<file path="config.mk">
export PLATFORM = sky130hd
export DESIGN_NAME = pp_accum_ctrl_flat
export DESIGN_NICKNAME = d
export VERILOG_FILES = /design/src/rtl/pp_accum_if.sv /design/src/rtl/pp_accum_ctrl.sv /design/src/flat_wrapper.sv
export SDC_FILE = /design/constraint.sdc
export NUM_CORES = 1
export LEC_CHECK = 0
export CORE_MARGIN = 10
export CORE_UTILIZATION = 28
export DETAILED_ROUTE_END_ITERATION = 10
export HOLD_SLACK_MARGIN = 0.03
export PLACE_DENSITY = 0.58
export SYNTH_ARGS = -nofsm -noshare
export SYNTH_HDL_FRONTEND = slang
export SYNTH_HIERARCHICAL = 1
export SYNTH_SLANG_ARGS = --single-unit
</file>
<file path="constraint.sdc">
create_clock -name sys_clk -period 6 [get_ports sys_clk]
set_input_delay 0.9 -clock sys_clk [delete_from_list [all_inputs] [get_ports sys_clk]]
set_output_delay 0.9 -clock sys_clk [all_outputs]
set_load 0.01 [all_outputs]
</file>
<file path="src/rtl/pp_accum_if.sv">
// Handshake bundle between the Booth PP generator, the accumulator
// and the normalise/round stage.
interface pp_accum_if #(
   parameter int LENGTH = 32
);
   localparam int W = 2 * LENGTH + 2;

   logic         acc_clr;
   logic         pp_valid;
   logic         pp_ready;
   logic [W-1:0] pp_a;
   logic [W-1:0] pp_b;
   logic         pp_cin;
   logic         pp_last;
   logic         res_valid;
   logic         res_ready;
   logic [W-1:0] res_data;
   logic         res_ovf;
   logic         res_err;

   modport master (
      output acc_clr, pp_valid, pp_a, pp_b, pp_cin, pp_last, res_ready,
      input  pp_ready, res_valid, res_data, res_ovf, res_err
   );

   modport slave (
      input  acc_clr, pp_valid, pp_a, pp_b, pp_cin, pp_last, res_ready,
      output pp_ready, res_valid, res_data, res_ovf, res_err
   );
endinterface

</file>
<file path="src/rtl/pp_accum_ctrl.sv">
// Iterative Booth partial-product accumulator: one shared three-operand
// adder folds two PPs plus a correction bit into a running sum per beat.
module full_adder #(
   parameter  int LENGTH = 32,
   localparam int W      = 2 * LENGTH + 2
) (
   input  logic [W-1:0] a,
   input  logic [W-1:0] b,
   input  logic [W-1:0] c,
   input  logic         ci,
   output logic [W-1:0] s,
   output logic         co
);
   logic [W+1:0] sum;

   assign sum = {2'b00, a} + {2'b00, b} + {2'b00, c}
              + {{(W+1){1'b0}}, ci};
   assign s   = sum[W-1:0];
   // Any spill beyond W bits counts as carry-out
   assign co  = |sum[W+1:W];
endmodule

module pp_accum_ctrl #(
   parameter int LENGTH = 32
) (
   input logic       sys_clk,
   input logic       sys_rst,
   pp_accum_if.slave bus
);
   localparam int W         = 2 * LENGTH + 2;
   localparam int MAX_BEATS = (LENGTH / 2 + 2) / 2;
   localparam int CW        = $clog2(MAX_BEATS + 1);

   typedef enum logic [1:0] {IDLE, ACC, OUT} state_t;

   state_t         state;
   state_t         state_nxt;
   logic [W-1:0]   acc;
   logic [W-1:0]   add_a;
   logic [W-1:0]   sum;
   logic [CW-1:0]  beat_cnt;
   logic [CW-1:0]  cnt_nxt;
   logic           ovf;
   logic           ovf_nxt;
   logic           co;
   logic           accept;
   logic           hit;
   logic           done;
   logic [W-1:0]   res_data_q;
   logic           res_ovf_q;
   logic           res_err_q;

   assign bus.pp_ready  = (state != OUT) & ~bus.acc_clr;
   assign bus.res_valid = (state == OUT);
   assign bus.res_data  = res_data_q;
   assign bus.res_ovf   = res_ovf_q;
   assign bus.res_err   = res_err_q;

   assign accept = bus.pp_valid & bus.pp_ready;
   assign add_a  = (state == IDLE) ? '0 : acc;

   full_adder #(.LENGTH(LENGTH)) u_add (
      .a  (add_a),
      .b  (bus.pp_a),
      .c  (bus.pp_b),
      .ci (bus.pp_cin),
      .s  (sum),
      .co (co)
   );

   always_comb begin
      cnt_nxt   = (state == IDLE) ? CW'(1) : beat_cnt + CW'(1);
      ovf_nxt   = ((state == IDLE) ? 1'b0 : ovf) | co;
      hit       = (cnt_nxt == CW'(MAX_BEATS));
      done      = accept & (bus.pp_last | hit);
      state_nxt = state;
      unique case (state)
         IDLE, ACC: begin
            if (done)
               state_nxt = OUT;
            else if (accept)
               state_nxt = ACC;
         end
         OUT: begin
            if (bus.res_ready)
               state_nxt = IDLE;
         end
         default: state_nxt = IDLE;
      endcase
      if (bus.acc_clr)
         state_nxt = IDLE;
   end

   always_ff @(posedge sys_clk) begin
      if (sys_rst)
         state <= IDLE;
      else
         state <= state_nxt;
   end

   always_ff @(posedge sys_clk) begin
      if (sys_rst) begin
         acc        <= '0;
         beat_cnt   <= '0;
         ovf        <= 1'b0;
         res_data_q <= '0;
         res_ovf_q  <= 1'b0;
         res_err_q  <= 1'b0;
      end else if (bus.acc_clr) begin
         acc      <= '0;
         beat_cnt <= '0;
         ovf      <= 1'b0;
      end else if (accept) begin
         acc      <= sum;
         beat_cnt <= cnt_nxt;
         ovf      <= ovf_nxt;
         if (done) begin
            res_data_q <= sum;
            res_ovf_q  <= ovf_nxt;
            res_err_q  <= ~bus.pp_last & hit;
         end
      end else if (state == OUT && bus.res_ready) begin
         acc      <= '0;
         beat_cnt <= '0;
         ovf      <= 1'b0;
      end
   end
endmodule
</file>
<file path="src/flat_wrapper.sv">
// flat-port wrapper written by rule: the top's interface ports become plain ports
module pp_accum_ctrl_flat 
#(
   parameter int LENGTH = 32
)
  (sys_clk, sys_rst, bus_acc_clr, bus_pp_valid, bus_pp_a, bus_pp_b, bus_pp_cin, bus_pp_last, bus_res_ready, bus_pp_ready, bus_res_valid, bus_res_data, bus_res_ovf, bus_res_err);
  pp_accum_if #(.LENGTH(LENGTH)) bus_i ();
  input logic sys_clk;
  input logic sys_rst;
  input wire logic [$bits(bus_i.acc_clr)-1:0] bus_acc_clr;
  input wire logic [$bits(bus_i.pp_valid)-1:0] bus_pp_valid;
  input wire logic [$bits(bus_i.pp_a)-1:0] bus_pp_a;
  input wire logic [$bits(bus_i.pp_b)-1:0] bus_pp_b;
  input wire logic [$bits(bus_i.pp_cin)-1:0] bus_pp_cin;
  input wire logic [$bits(bus_i.pp_last)-1:0] bus_pp_last;
  input wire logic [$bits(bus_i.res_ready)-1:0] bus_res_ready;
  output wire logic [$bits(bus_i.pp_ready)-1:0] bus_pp_ready;
  output wire logic [$bits(bus_i.res_valid)-1:0] bus_res_valid;
  output wire logic [$bits(bus_i.res_data)-1:0] bus_res_data;
  output wire logic [$bits(bus_i.res_ovf)-1:0] bus_res_ovf;
  output wire logic [$bits(bus_i.res_err)-1:0] bus_res_err;
  assign bus_i.acc_clr = bus_acc_clr;
  assign bus_i.pp_valid = bus_pp_valid;
  assign bus_i.pp_a = bus_pp_a;
  assign bus_i.pp_b = bus_pp_b;
  assign bus_i.pp_cin = bus_pp_cin;
  assign bus_i.pp_last = bus_pp_last;
  assign bus_i.res_ready = bus_res_ready;
  assign bus_pp_ready = bus_i.pp_ready;
  assign bus_res_valid = bus_i.res_valid;
  assign bus_res_data = bus_i.res_data;
  assign bus_res_ovf = bus_i.res_ovf;
  assign bus_res_err = bus_i.res_err;
  pp_accum_ctrl #(.LENGTH(LENGTH)) u_core (.sys_clk(sys_clk), .sys_rst(sys_rst), .bus(bus_i));
endmodule
</file>
==> impl_metrics.py, run 1 <==
metrics = {
    "pwr": {
        "vdd_drop_max_mv": 0.1960,
        "power_density_nw_per_um2": 222.7,
        "leakagePower_nw": 5.646,
    },
    "placement": {
        "placed_cell_area_um2": 13980,
        "pre_cts_ws_ps": 525.2,
        "place_hpwl_um": 28680,
        "gp_congestion": 0.8406,
        "io_buffers": 208,
        "placedCellCount": 1975,
    },
    "detailed_routing": {
        "wl_per_cell_um": 18.57,
        "wirelength_um": 37300,
        "vias_per_cell": 4.956,
        "post-route-drc-count": 0,
        "num_vias": 9951,
        "antenna_left": 0,
        "drt_first_pass_iters": 5,
        "drt_iter0_drc": 500,
    },
    "sta": {
        "worst-slew-pin-transition_ps": 859.3,
        "drv_slew": 0,
        "rsz0062_at_grt": "no",
        "setup_viol": 0,
        "period_needed_ps": 5129,
        "holdWs_ps": 469.6,
        "final.period_utilization_pct": 85.49,
        "fin_ws_ps": 870.6,
        "hold_viol_final": 0,
        "skew_ps": 11.64,
        "relSlewSlack_pct": 42.72,
        "max_freq_ghz": 0.1950,
        "timing.setup.tns_ps": 0,
    },
    "global_route": {
        "grt_use_total_pct": 14.73,
        "grt_pass1_vias": 10440,
        "use_met1_pct": 18.88,
        "grt_max_degree": 75,
        "globalRouteMet2Util_pct": 24.19,
        "antenna_found_initial": 1,
        "grt_overflow": 0,
        "grt.met3_usage_pct": 3.936,
        "grt_pass1_wl_um": 58900,
        "busiest_layer": "met2",
    },
    "floorplan": {
        "placementRows": 74,
        "die_area_um2": 49740,
        "num_io_pins": 209,
        "core_um2": 40830,
        "dieWidth_um": 223.0,
        "start_util_pct": 28.27,
        "fp.dieH_um": 223.0,
    },
    "min_path": {
        "min_to": "u_core/bus.res_data[16]",
        "hold_depth": 2,
        "hold_path_class": "reg2reg",
        "min-delay-start": "u_core/bus.res_data[16]",
    },
    "clock_tree": {
        "clockBufferDepth": 2,
        "h-tree-depth": 4,
        "cts_buffers": 17,
        "ctsHoldBuffers": 0,
        "clk_latency_ps": 450,
        "clkSinkCount": 141,
        "root_buffer": "clkbuf_16",
        "cts_tree": "yes",
        "cts_resized": 0,
        "path_clk_slew_ps": 60,
        "cts_setup_buffers": 0,
    },
    "setup_path": {
        "crit_path_start_kind": "flip-flop",
        "critPathKind": "reg2reg",
        "r2r_cells": 17,
        "critPathCaptureType": "flip-flop",
        "cp.required_ps": 6330,
        "reg2reg_slack_ps": 870,
        "worstPathMaxFanout": 18,
        "reg2reg_to": "u_core/bus.res_ovf",
        "arrival_ps": 5460,
        "r2r-start": "u_core/state[1]",
    },
    "synthesis": {
        "syn-cell-area_um2": 11540,
        "synth_edf_count": 0,
        "synth_warnings": 6,
        "syn_area_per_cell_um2": 8.871,
        "async_flop_share_pct": 0,
        "synth_top_area_cell": "dfxtp_1",
        "synth_top_area_share_pct": 24.46,
        "syn_inst": 1301,
        "ys_seq_area_share_pct": 24.46,
        "synthTopCellsByCount": "dfxtp_1, nand2b_1, nor2_1, a21oi_1, and2_1",
        "ys.flop_type": "dfxtp_1",
        "synth-seq-cells": 141,
        "synth.area.top_cells": "dfxtp_1, fa_1, nand2b_1",
        "synth_nets": 1574,
        "ys_types": 82,
    },
    "layout": {
        "fin_area_um2": 14560,
        "n_fill_cell": 4153,
        "drive_above_1_share_pct": 5.492,
        "area_growth_pct": 26.16,
        "nets": 1735,
        "fin_cells": 2008,
    },
    "run_status": {
        "status": "finished clean",
    },
    "flow_run": {
        "max_cap_viol_count": 0,
    },
}
==> flip-flops by register name, indices dropped and copies added, names as in the netlist <==
register and count:
u_core/bus.res_err 1, u_core/state 2, u_core/acc 66, u_core/bus.res_ovf 1, u_core/beat_cnt 4, u_core/ovf 1, u_core/bus.res_data 66
==> through the flow <==
step / util [%] / total power [mW]
5_1_grt: 35.65 / 3.447
3_3_place_gp: 34.25 / 2.180
6_report: 35.66 / 3.243
2_1_floorplan: - / 1.797
4_1_cts: 35.65 / 3.296
3_5_place_dp: 34.25 / 2.182
==> report_power, final <==
group / internal, mW / switching [mW] / total (mW)
registers: 0.982 / 0.0231 / 1.01
clock network: 0.612 / 0.466 / 1.08
logic: 0.510 / 0.650 / 1.16
total: 2.10 / 1.14 / 3.24
==> area by class of cell <==
cell class | count | area, µm² | area share [%]
Antenna cell | 1 | 2.502 | 0.01719
Clock buffer | 18 | 429.2 | 2.948
Clock inverter | 14 | 145.1 | 0.9968
Inverter | 20 | 75.07 | 0.5156
Multi-Input combinational cell | 1062 | 8250 | 56.66
Sequential cell | 141 | 2823 | 19.39
Tap cell | 532 | 665.6 | 4.572
Timing Repair Buffer | 220 | 2170 | 14.90
==> how the worst max path moves through the flow <==
stage	start	slack (ps)	endpoint
2_1_floorplan	u_core/state[1]	1720	u_core/bus.res_ovf
3_3_place_gp	bus_pp_a[0]	640	u_core/bus.res_ovf
3_5_place_dp	bus_pp_a[0]	530	u_core/bus.res_ovf
4_1_cts	u_core/state[1]	780	u_core/bus.res_ovf
5_1_grt	u_core/state[1]	550	u_core/bus.res_ovf
6_report	u_core/state[1]	870	u_core/bus.res_ovf
==> worst max-delay path, stage by stage, from the launching register on <==
cell and delay, ps:
dfxtp_1 330, or2_2 500, and2_1 260, fa_1 470
ha_1 280, fa_1 420, a21o_1 220, a221oi_4 380
a21oi_2 140, o311ai_1 480, a31oi_1 310, o21bai_1 300
a211oi_1 160, o21bai_1 200, mux2i_1 110, a21oi_1 120
nor2_1 50, mux2_2 270
==> cells in the final DEF (no fill, tap or decap), types with 4 or more instances in the layout <==
cell / count
buf_4: 13
o21ai_0: 28
nor3_1: 7
nor2_1: 112
nand2b_1: 141
o21bai_1: 21
a211oi_1: 12
clkinv_2: 4
nand3_1: 14
ha_1: 67
nand2_1: 60
clkbuf_16: 17
o31ai_1: 6
and3_1: 7
clkdlybuf4s50_1: 207
a21o_2: 4
inv_1: 20
a21oi_1: 82
a21oi_2: 5
mux2i_1: 68
xnor2_1: 40
xor2_1: 22
fa_1: 67
o21a_1: 7
or2_2: 4
o21ai_1: 10
a22oi_1: 68
nor2b_1: 7
dfxtp_1: 141
a31oi_1: 10
a21o_1: 37
nand4_1: 16
and2_1: 73
clkinvlp_4: 4
==> per-layer routing <==
| metal | routed length [µm] | part of all wire (%) |
|---|---|---|
| met1 | 17460 | 47 |
| met2 | 17530 | 47 |
| met3 | 1932 | 5.2 |
| met4 | 376 | 1.0 |
| met5 | 0 | 0 |
==> kinds of logic (layout without fill, tap and decap cells) <==
group           after synthesis  in the layout  synth area share (%)
compound gates              331            331                 19.97
xor+xnor                     62             62                 4.705
fa+ha+maj                   134            134                 18.89
buf+inv                      98            272                 4.228
flops                       141            141                 24.46
mux                          70             70                 6.082
other cells                   0              1                     0
simple gates                465            465                 21.67
Power figures use the tool's default switching activity.
==> inputs of run 2 (changes only) <==
--- a/config.mk
+++ b/config.mk
@@ -10,6 +10,7 @@
 export DETAILED_ROUTE_END_ITERATION = 10
 export HOLD_SLACK_MARGIN = 0.03
 export PLACE_DENSITY = 0.58
+export SLEW_MARGIN = 20
 export SYNTH_ARGS = -nofsm -noshare
 export SYNTH_HDL_FRONTEND = slang
 export SYNTH_HIERARCHICAL = 1
==> results of run 2 <==
The final DEF is identical to that of run 1; final timing and power are the same.
